File: config.mk
export PLATFORM = sky130hd
export DESIGN_NAME = vbw_add_arb
export DESIGN_NICKNAME = d
export VERILOG_FILES = /design/src/rtl/vbw_pkg.sv /design/src/rtl/rr_arb.sv /design/src/rtl/vbw_cla_kill.sv /design/src/rtl/vbw_add_arb.sv
export SDC_FILE = /design/constraint.sdc
export NUM_CORES = 1
export LEC_CHECK = 0
export BUFFER_PORTS_ARGS = -buffer_cell sky130_fd_sc_hd__buf_2
export CORE_AREA = 2 2 250 252
export DETAILED_ROUTE_END_ITERATION = 10
export DIE_AREA = 0 0 252 254
export GPL_ROUTABILITY_DRIVEN = 0
export GPL_TIMING_DRIVEN = 1
export HOLD_SLACK_MARGIN = 0.1
export MAX_ROUTING_LAYER = met4
export SETUP_SLACK_MARGIN = 0.02
export SLEW_MARGIN = 10
export SYNTH_ARGS = -nofsm -noshare
export SYNTH_HDL_FRONTEND = slang
export SYNTH_SLANG_ARGS = --single-unit
File: constraint.sdc
create_clock -name clk -period 63 [get_ports clk]
set_clock_uncertainty 0.05 [all_clocks]
set_input_delay 12.6 -clock clk [delete_from_list [all_inputs] [get_ports clk]]
set_output_delay 12.6 -clock clk [all_outputs]
set_load 0.01 [all_outputs]
File: src/rtl/vbw_pkg.sv
// vbw_pkg: lane modes and carry-kill masks shared by the arbitrated adder and vbw_cla_kill.
package vbw_pkg;
    typedef logic [1:0] mode_t;
    localparam mode_t MODE_64 = 2'b00;
    localparam mode_t MODE_32 = 2'b01;
    localparam mode_t MODE_16 = 2'b10;
    localparam mode_t MODE_8  = 2'b11;
    // A set bit k blocks the carry from bit k-1 into bit k (lane boundary).
    localparam logic [63:0] KILL_64 = 64'h0000_0000_0000_0000;
    localparam logic [63:0] KILL_32 = 64'h0000_0001_0000_0000;
    localparam logic [63:0] KILL_16 = 64'h0001_0001_0001_0000;
    localparam logic [63:0] KILL_8  = 64'h0101_0101_0101_0100;
    function automatic logic [63:0] kill_mask(mode_t m);
        return m == MODE_8 ? KILL_8 : m == MODE_16 ? KILL_16 : m == MODE_32 ? KILL_32 : KILL_64;
    endfunction
endpackage

File: src/rtl/rr_arb.sv
// rr_arb: round-robin pick of the first request at or after ptr, with wrapped next pointer.
module rr_arb #(
    parameter int N  = 4,
    parameter int PW = $clog2(N)
) (
    input  logic [N-1:0]  req_i,
    input  logic [PW-1:0] ptr_i,
    output logic [N-1:0]  gnt_o,
    output logic [PW-1:0] idx_o,
    output logic [PW-1:0] nxt_o
);
    function automatic logic [PW-1:0] wrap(int v);
        return PW'(v % N);
    endfunction
    // Scan from the far end so the nearest request at or after ptr wins.
    always_comb begin
        gnt_o = '0;
        idx_o = ptr_i;
        nxt_o = ptr_i;
        for (int o = N - 1; o >= 0; o--) begin
            if (req_i[wrap(int'(ptr_i) + o)]) begin
                gnt_o = '0;
                gnt_o[wrap(int'(ptr_i) + o)] = 1'b1;
                idx_o = wrap(int'(ptr_i) + o);
                nxt_o = wrap(int'(ptr_i) + o + 1);
            end
        end
    end
endmodule

File: src/rtl/vbw_cla_kill.sv
// vbw_cla_kill: 64-bit adder whose carry chain is cut at the lane boundaries of the selected mode.
module vbw_cla_kill
    import vbw_pkg::*;
(
    input  logic [63:0] a_i,
    input  logic [63:0] b_i,
    input  logic        ci_i,
    input  mode_t       mode_i,
    output logic [63:0] s_o,
    output logic        co_o
);
    logic [63:0] kill;
    logic        c;
    assign kill = kill_mask(mode_i);
    always_comb begin
        s_o = '0;
        c = ci_i & (mode_i == MODE_64);
        for (int k = 0; k < 64; k++) begin
            c = kill[k] ? 1'b0 : c;
            s_o[k] = a_i[k] ^ b_i[k] ^ c;
            c = (a_i[k] & b_i[k]) | ((a_i[k] ^ b_i[k]) & c);
        end
        co_o = c & (mode_i == MODE_64);
    end
endmodule

File: src/rtl/vbw_add_arb.sv
// vbw_add_arb: round-robin arbiter sharing one variable-width 64-bit adder
// through a 2-stage registered pipeline with a tagged valid/ready response.
module vbw_add_arb
    import vbw_pkg::*;
#(
    parameter int NREQ = 4,
    parameter int IDW  = $clog2(NREQ),
    parameter int CNTW = 32
) (
    input  logic               clk,
    input  logic               rst_n,
    input  logic [NREQ-1:0]    req_valid,
    output logic [NREQ-1:0]    req_ready,
    input  logic [64*NREQ-1:0] req_a,
    input  logic [64*NREQ-1:0] req_b,
    input  logic [NREQ-1:0]    req_ci,
    input  logic [2*NREQ-1:0]  req_mode,
    output logic               rsp_valid,
    input  logic               rsp_ready,
    output logic [IDW-1:0]     rsp_id,
    output logic [1:0]         rsp_mode,
    output logic [63:0]        rsp_s,
    output logic               rsp_co,
    output logic [CNTW-1:0]    op_cnt
);
    logic            s1_v_q, s1_ci_q, rsp_valid_q, rsp_co_q;
    logic [63:0]     s1_a_q, s1_b_q, rsp_s_q, sum;
    mode_t           s1_mode_q, rsp_mode_q;
    logic [IDW-1:0]  s1_id_q, rsp_id_q, ptr_q, ptr_d, gnt_id;
    logic [CNTW-1:0] cnt_q;
    logic [NREQ-1:0] gnt;
    logic            gnt_any, co, s1_adv, s2_adv;

    assign s2_adv    = !rsp_valid_q | rsp_ready;
    assign s1_adv    = !s1_v_q | s2_adv;
    assign gnt_any   = |gnt;
    assign req_ready = (s1_adv & rst_n) ? gnt : '0;

    rr_arb #(.N(NREQ), .PW(IDW)) u_arb (
        .req_i(req_valid),
        .ptr_i(ptr_q),
        .gnt_o(gnt),
        .idx_o(gnt_id),
        .nxt_o(ptr_d)
    );

    vbw_cla_kill u_add (
        .a_i(s1_a_q),
        .b_i(s1_b_q),
        .ci_i(s1_ci_q),
        .mode_i(s1_mode_q),
        .s_o(sum),
        .co_o(co)
    );

    always_ff @(posedge clk or negedge rst_n) begin
        if (!rst_n) begin
            s1_v_q      <= 1'b0;
            s1_a_q      <= '0;
            s1_b_q      <= '0;
            s1_ci_q     <= 1'b0;
            s1_mode_q   <= MODE_64;
            s1_id_q     <= '0;
            ptr_q       <= '0;
            rsp_valid_q <= 1'b0;
            rsp_s_q     <= '0;
            rsp_co_q    <= 1'b0;
            rsp_id_q    <= '0;
            rsp_mode_q  <= MODE_64;
            cnt_q       <= '0;
        end else begin
            if (s1_adv) begin
                s1_v_q <= gnt_any;
                ptr_q  <= ptr_d;
                if (gnt_any) begin
                    s1_a_q    <= req_a[64*gnt_id +: 64];
                    s1_b_q    <= req_b[64*gnt_id +: 64];
                    s1_ci_q   <= req_ci[gnt_id];
                    s1_mode_q <= req_mode[2*gnt_id +: 2];
                    s1_id_q   <= gnt_id;
                end
            end
            if (s2_adv) begin
                rsp_valid_q <= s1_v_q;
                if (s1_v_q) begin
                    rsp_s_q    <= sum;
                    rsp_co_q   <= co;
                    rsp_id_q   <= s1_id_q;
                    rsp_mode_q <= s1_mode_q;
                end
            end
            if (rsp_valid_q & rsp_ready)
                cnt_q <= cnt_q + 1'b1;
        end
    end

    assign rsp_valid = rsp_valid_q;
    assign rsp_s     = rsp_s_q;
    assign rsp_co    = rsp_co_q;
    assign rsp_id    = rsp_id_q;
    assign rsp_mode  = rsp_mode_q;
    assign op_cnt    = cnt_q;
endmodule

# ---- After elaboration in Yosys (flattened, before gate mapping)
# Cells that the tools add are included.
dict set report totals {
  reg_bits 238
  in_bits 531
  out_inout_bits 106
}
dict set report classes {
  add_sub_neg 7
  order_cmp 9
  eq_ne 3
  shifts 3
  n_mux 98
  bitwise_logic 326
  reduce_logical 12
}
# op count
set ops {}
lappend ops {{$shiftx 256x9->64} 2}
lappend ops {{$and 1x1->1} 132}
lappend ops {{$mux 64} 2}
lappend ops {{$xor 1x1->1} 128}
lappend ops {{$mux 1} 73}
lappend ops {{$or 1x1->1} 66}
lappend ops {{$mux 33} 1}
lappend ops {{$add 32x1->32 const B} 1}
lappend ops {{$mux 4} 5}
lappend ops {{$mux 2} 8}
lappend ops {{$lt 2x3->1 const B} 5}
lappend ops {{$add 2x2->2 const B} 5}
lappend ops {{$bmux 1 s2} 5}
lappend ops {{$demux 1 s2} 4}
lappend ops {{$ge 2x1->1 const B} 4}
lappend ops {{$shiftx 8x4->2} 1}
lappend ops {{$reduce_and 2->1} 3}
lappend ops {{$eq 2x2->1 const B} 2}
lappend ops {{$logic_and 1x1->1} 4}
lappend ops {{$reduce_bool 4->1} 1}
lappend ops {{$reduce_or 4->1} 1}
lappend ops {{$add 2x1->2 const B} 1}
lappend ops {{$eq 2x1->1 const B} 1}
lappend ops {{$logic_not 1->1} 2}
lappend ops {{$logic_not 2->1} 1}

# ---- Logic depth before layout (Yosys ltp)
dict set report depth {
  word_depth 197
  ltp_mapped 74
}

# ---- Modules after synthesis
# From an unflattened synthesis, not the netlist that was laid out.
dict set report hier_totals {
  cells_unflattened 886
  area_unflattened_um2 14202.4
}
# mod instances cells_each area_per_inst_um2 seq_area_each_um2
set modules_own_cells {}
lappend modules_own_cells {vbw_add_arb 1 734 12261.8 5955.7}
lappend modules_own_cells {vbw_cla_kill 1 77 1358.8 0.0}
lappend modules_own_cells {rr_arb 1 75 581.8 0.0}

# ---- Least setup slack after synthesis
# Ideal clock, no wire load.
dict set report synth_path {
  path_type {input to output}
  startpoint {input port req_valid[2]}
  endpoint {output port req_ready[0]}
  t_arrival_ns 13.910
  t_required_ns 50.350
  path_slack_ns 36.440
  path_stages 6
  path_buffers 1
  cell_sequence {clkbuf_1 -> mux2_2 -> and3_1 -> a2111oi_0 -> o2bb2ai_1 -> nor2_1}
}
dict set report synth_via {
  elab_chain_len 7
}
# item line
set synth_rtl {}
lappend synth_rtl {{start: declaration} vbw_add_arb.sv:12} ;# input logic [NREQ-1:0] req_valid,
lappend synth_rtl {{$bmux 1 s2} rr_arb.sv:21} ;# if (req_i[wrap(int'(ptr_i) + o)]) begin
lappend synth_rtl {{$mux 1 (not written as such)} rr_arb.sv:21}
lappend synth_rtl {{$mux 4 (3 in a row)} rr_arb.sv:21}
lappend synth_rtl {{$mux 4 *} rr_arb.sv:21}
lappend synth_rtl {{$mux 4 *} vbw_add_arb.sv:37} ;# assign req_ready = (s1_adv & rst_n) ? gnt : '0;
lappend synth_rtl {{end: declaration} vbw_add_arb.sv:13} ;# output logic [NREQ-1:0] req_ready,
# Every way passes the cells marked *; elsewhere a longest branch is shown, timed or not. The select of a mux whose other input is x is not followed.

# ---- Final worst setup path
dict set report layout_path {
  startpoint {register s1_mode_q[0]}
  endpoint {register rsp_s_q[63], in the netlist rsp_s[63]}
}
dict set report layout_via {
  elab_chain_len 194
}
# item line
set layout_rtl {}
lappend layout_rtl {{start: declaration} vbw_add_arb.sv:28} ;# mode_t s1_mode_q, rsp_mode_q;
lappend layout_rtl {{start signal: assignment} vbw_add_arb.sv:79} ;# s1_mode_q <= req_mode[2*gnt_id +: 2];
lappend layout_rtl {{$eq 2x2->1} vbw_pkg.sv:14} ;# return m == MODE_8 ? KILL_8 : m == MODE_16 ? KILL_16 : m == MODE_32 ? KILL_32 : KILL_64;
lappend layout_rtl {{$mux 64 (2 in a row)} vbw_pkg.sv:14}
lappend layout_rtl {{$mux 1} vbw_cla_kill.sv:19} ;# c = kill[k] ? 1'b0 : c;
lappend layout_rtl {{$and 1x1->1} vbw_cla_kill.sv:21} ;# c = (a_i[k] & b_i[k]) | ((a_i[k] ^ b_i[k]) & c);
lappend layout_rtl {{$or 1x1->1} vbw_cla_kill.sv:21}
lappend layout_rtl {{$mux 1} vbw_cla_kill.sv:19}
lappend layout_rtl {{$and 1x1->1} vbw_cla_kill.sv:21}
lappend layout_rtl {{$or 1x1->1} vbw_cla_kill.sv:21}
lappend layout_rtl {{(+177 left out)} n/a}
lappend layout_rtl {{$mux 1} vbw_cla_kill.sv:19}
lappend layout_rtl {{$and 1x1->1} vbw_cla_kill.sv:21}
lappend layout_rtl {{$or 1x1->1} vbw_cla_kill.sv:21}
lappend layout_rtl {{$mux 1} vbw_cla_kill.sv:19}
lappend layout_rtl {{$and 1x1->1} vbw_cla_kill.sv:21}
lappend layout_rtl {{$or 1x1->1} vbw_cla_kill.sv:21}
lappend layout_rtl {{$mux 1 *} vbw_cla_kill.sv:19}
lappend layout_rtl {{$xor 1x1->1 *} vbw_cla_kill.sv:20} ;# s_o[k] = a_i[k] ^ b_i[k] ^ c;
lappend layout_rtl {{end signal: assignment} vbw_add_arb.sv:86} ;# rsp_s_q <= sum;
lappend layout_rtl {{end: declaration} vbw_add_arb.sv:27} ;# logic [63:0] s1_a_q, s1_b_q, rsp_s_q, sum;
# Every way passes the cells marked *; elsewhere a longest branch is shown, timed or not.
# A chain may end at the register's enable or synchronous reset.

==> run summary <==
The initialized floorplan defines 91 standard-cell rows. The count of endpoints failing hold in the final timing report is 0. sky130_fd_sc_hd__mux2i_1 is the most common cell in the netlist.

After filler insertion, the fill cell instance count of the layout stands at 6,133. Summing the areas of all compound-gate instances in the mapped netlist gives 1.925% of the synthesized area. The tree is rooted in a sky130_fd_sc_hd__clkbuf_16. The count of nets after finishing is 2,291. The final-report max-slew violation count came out at 0. The synthesized design contains 0 enable-type register cells. The master of the slowest instance on the critical path is sky130_fd_sc_hd__dfrtp_1. The transition time at the pin with the least slew margin is 1.091 ns. The number of clock sinks seen by CTS came out at 238. The register area share after synthesis is 39.16%. Global routing used 14.50% of the available tracks. Using the TritonRoute via totals, the vias-per-cell ratio works out to 4.503.

The adder and majority cell fraction of the synthesized area is 8.919%. Once detail routing completed, the nets flagged for antenna violations numbered 0. Counting stages on the worst path, the most repeated cell is sky130_fd_sc_hd__fa_1. The count of cell types in the netlist came out at 51. The total of buffers placed on input and output ports came out at 636. The starting density of the core is 24.83%.

By area the synthesized netlist is led by sky130_fd_sc_hd__dfrtp_1, sky130_fd_sc_hd__mux2i_1, sky130_fd_sc_hd__mux2_2. The maximum fanout along the worst path came out at 6. TritonCTS built the clock tree. The critical path startpoint category is a register. The sum of net half-perimeters after detailed placement is 37,750 um. The DRC violation count after routing came out at 0. The run finished with clean final reports. The worst path buffer plus inverter count came out at 1. Counting the buffers created by CTS gives 31. Across the VDD grid, the largest voltage drop is 0.02457 mV. The total number of H-tree levels is 1. The delay of the slowest cell on the worst path is 0.48 ns. The number of global-route vias before repair came out at 11,810. Dividing total power by cell area gives a power density of 58.66 nW/um^2. The number of top-level pins is 637. The flip-flop and latch count after synthesis came out at 238. Compared with the post-synthesis result, the final layout area differs by 32.80%. Static timing analysis puts the maximum clock frequency at 36.22 MHz. The net count after synthesis is 1,678. The horizontal extent of the die is 252 um. The post-cts hold buffer count came out at 0. The initial antenna violation count was 4. The classification of the worst-slack hold path is reg2reg. Global routing finished with a remaining overflow of 0. The share of async-settable or async-resettable flops after synthesis is 100.0%. Entering global routing, the biggest net connects 148 pins. Setup repair after global routing left no endpoint under its margin. The routed layout has 11,290 vias.

After Yosys synthesis, XOR and XNOR cells account for 1.901% of the synthesized area. After synthesis, the largest family of logic cells by area is multiplexers. The summed area of non-filler cells in the final layout is 20,190 um^2.

The count of instances resized after the clock tree is built came out at 0. The share of final-layout standard cells stronger than drive strength 1 is 55.95%. The final sum of negative setup slack came out at 0 ns. The routed design could run at a clock period as short as 27.61 ns. The overall die height is 254 um. The number of design-rule violations left by the first detailed-router iteration is 428. Among all flip-flop cells after synthesis, the most frequent one is sky130_fd_sc_hd__dfrtp_1. The maximum clock insertion buffer count came out at 3. The minimum setup slack after placement is 35.31 ns.

The critical path data arrival time is 28.04 ns. After detailed routing, the average wire length per cell comes to 19.04 um. The standard cell area after detailed placement came out at 19,070 um^2.

The count of buffers added by post-CTS timing repair for setup came out at 0. Of all cell types, the one taking the most synthesized area is sky130_fd_sc_hd__dfrtp_1. The aggregate routed wire length came out at 47,730 um. In this run the tightest slew margin relative to its limit is 27.29%. The CTS clock-pin slew for the worst setup and hold paths came out at 0.06 ns. The iteration count of the initial detailed-routing pass is 4. The fraction of synthesized cell area taken by the top area cell type is 39.16%. Ranked by instance count, the synthesized netlist is headed by sky130_fd_sc_hd__mux2i_1, sky130_fd_sc_hd__dfrtp_1, sky130_fd_sc_hd__mux2_2, sky130_fd_sc_hd__mux2_4, sky130_fd_sc_hd__fa_1. The proportion of synthesized area in mux cells came out at 40.94%. The die area is 64,010 um^2. The worst setup path is captured at a register. After technology mapping, the gate count stands at 1,077.

The final critical path takes up 43.82% of the cycle. The insertion delay of the later-clocked pin in the worst-skew pair is 0.57 ns. The synthesized netlist occupies a cell area of 15,210 um^2. The area of the core region came out at 61,260 um^2. The number of max-cap violations is 0. The final critical-path setup slack came out at 35.39 ns. The static leakage is 10.02 nW. STA puts the critical path data required time at 63.43 ns. Dividing the synthesized area by the synthesized cell count gives 14.12 um^2. Setup violations remaining at the end of the flow were counted as 0. The worst setup path is of the reg2reg kind. Among cell families on the critical path, the largest total delay comes from adder cells.

During synthesis, Yosys emitted a total of 0 warnings. The simple-gate portion of the synthesized area came out at 3.834%. The global-route wire length before repair came out at 69,080 um.
placed cells by master, fill, tap and decap left out, types with 8 or more instances in the layout:
cell                        synthesis  final
sky130_fd_sc_hd__buf_2             36    635
sky130_fd_sc_hd__nand3_1           14     14
sky130_fd_sc_hd__xor2_1             8      8
sky130_fd_sc_hd__inv_1             13     13
sky130_fd_sc_hd__mux2_4            69     69
sky130_fd_sc_hd__nor2_1            16     16
sky130_fd_sc_hd__nand4_1            9      9
sky130_fd_sc_hd__mux2_2           132    132
sky130_fd_sc_hd__xnor2_1           25     25
sky130_fd_sc_hd__mux4_2            52     52
sky130_fd_sc_hd__buf_4              7     12
sky130_fd_sc_hd__fa_1              64     64
sky130_fd_sc_hd__nand2_1           29     28
sky130_fd_sc_hd__clkbuf_16          0     31
sky130_fd_sc_hd__dfrtp_1          238    238
sky130_fd_sc_hd__mux2i_1          253    253
sky130_fd_sc_hd__nand2b_1           8      8
metrics by stage:
stage	power [mW]	hold slack, ns	instances	utilization (%)
final	1.185	0.4235	2507	32.97
after CTS	1.214	0.4227	2504	32.95
after detailed placement	1.013	0.4089	2447	31.14
after floorplan	0.8293	0.4072	1077	-
after global routing	1.281	0.4334	2507	32.97
after global placement	0.9915	0.4053	2447	31.14
report_power, final:
| group | internal [mW] | leakage [nW] | switching [mW] |
|---|---|---|---|
| combinational | 0.379 | 6.64 | 0.323 |
| clock | 0.122 | 0.543 | 0.0698 |
| sequential | 0.232 | 2.84 | 0.0588 |
path summary, 6_finish.rpt:
kind                       depth (start not counted)                startpoint  slack [ns]                     end
setup / recovery                                  74  s1_mode_q[0]$_DFFE_PN0P_       35.39   rsp_s[63]$_DFFE_PN0P_
hold / removal                                     1    op_cnt[31]$_DFFE_PN0P_        0.42  op_cnt[31]$_DFFE_PN0P_
setup reg to reg                                  74  s1_mode_q[0]$_DFFE_PN0P_       35.39   rsp_s[63]$_DFFE_PN0P_
hold reg to reg                                    1    op_cnt[31]$_DFFE_PN0P_        0.42  op_cnt[31]$_DFFE_PN0P_
max in group asynchronous                          2                     rst_n       49.57  s1_a_q[40]$_DFFE_PN0P_
min in group asynchronous                          1                     rst_n       11.98      s1_v_q$_DFFE_PN0P_
state kept, by name (all words and copies together) (netlist names), 2 cells and up:
signal / cells
op_cnt: 32
ptr_q: 2
rsp_id: 2
rsp_mode: 2
rsp_s: 64
s1_a_q: 64
s1_b_q: 64
s1_id_q: 2
s1_mode_q: 2
cell families after synthesis:
family                   Yosys count
flip-flops                       238
buffers and inverters             82
AND/OR/NAND/NOR                  108
adder cells (fa/ha/maj)           70
XOR/XNOR                          33
multiplexers                     506
AO/OA/AOI/OAI                     40
metal layers:
layer | routed length [um] | vias to the layer above | part of all wire [%] | global-route usage (%)
li1 | - | 5192 | - | -
met1 | 18980 | 5607 | 40 | 16.65
met2 | 24540 | 427 | 51 | 25.64
met3 | 2881 | 64 | 6.0 | 2.970
met4 | 1338 | 0 | 2.8 | 3.990
met5 | 0 | - | 0 | -
cell type report:
class                   count  area, um^2  area share (%)
clock buffers              44       884.6           4.380
multi-input cells         757        8777           43.46
inverters                  13       48.80          0.2416
well taps                 790       988.4           4.895
clock inverters            13       229.0           1.134
diodes                      3       7.507         0.03717
repair buffers            649        3303           16.36
flip-flops and latches    238        5956           29.49
No activity file was read; power rests on OpenSTA's default activity.
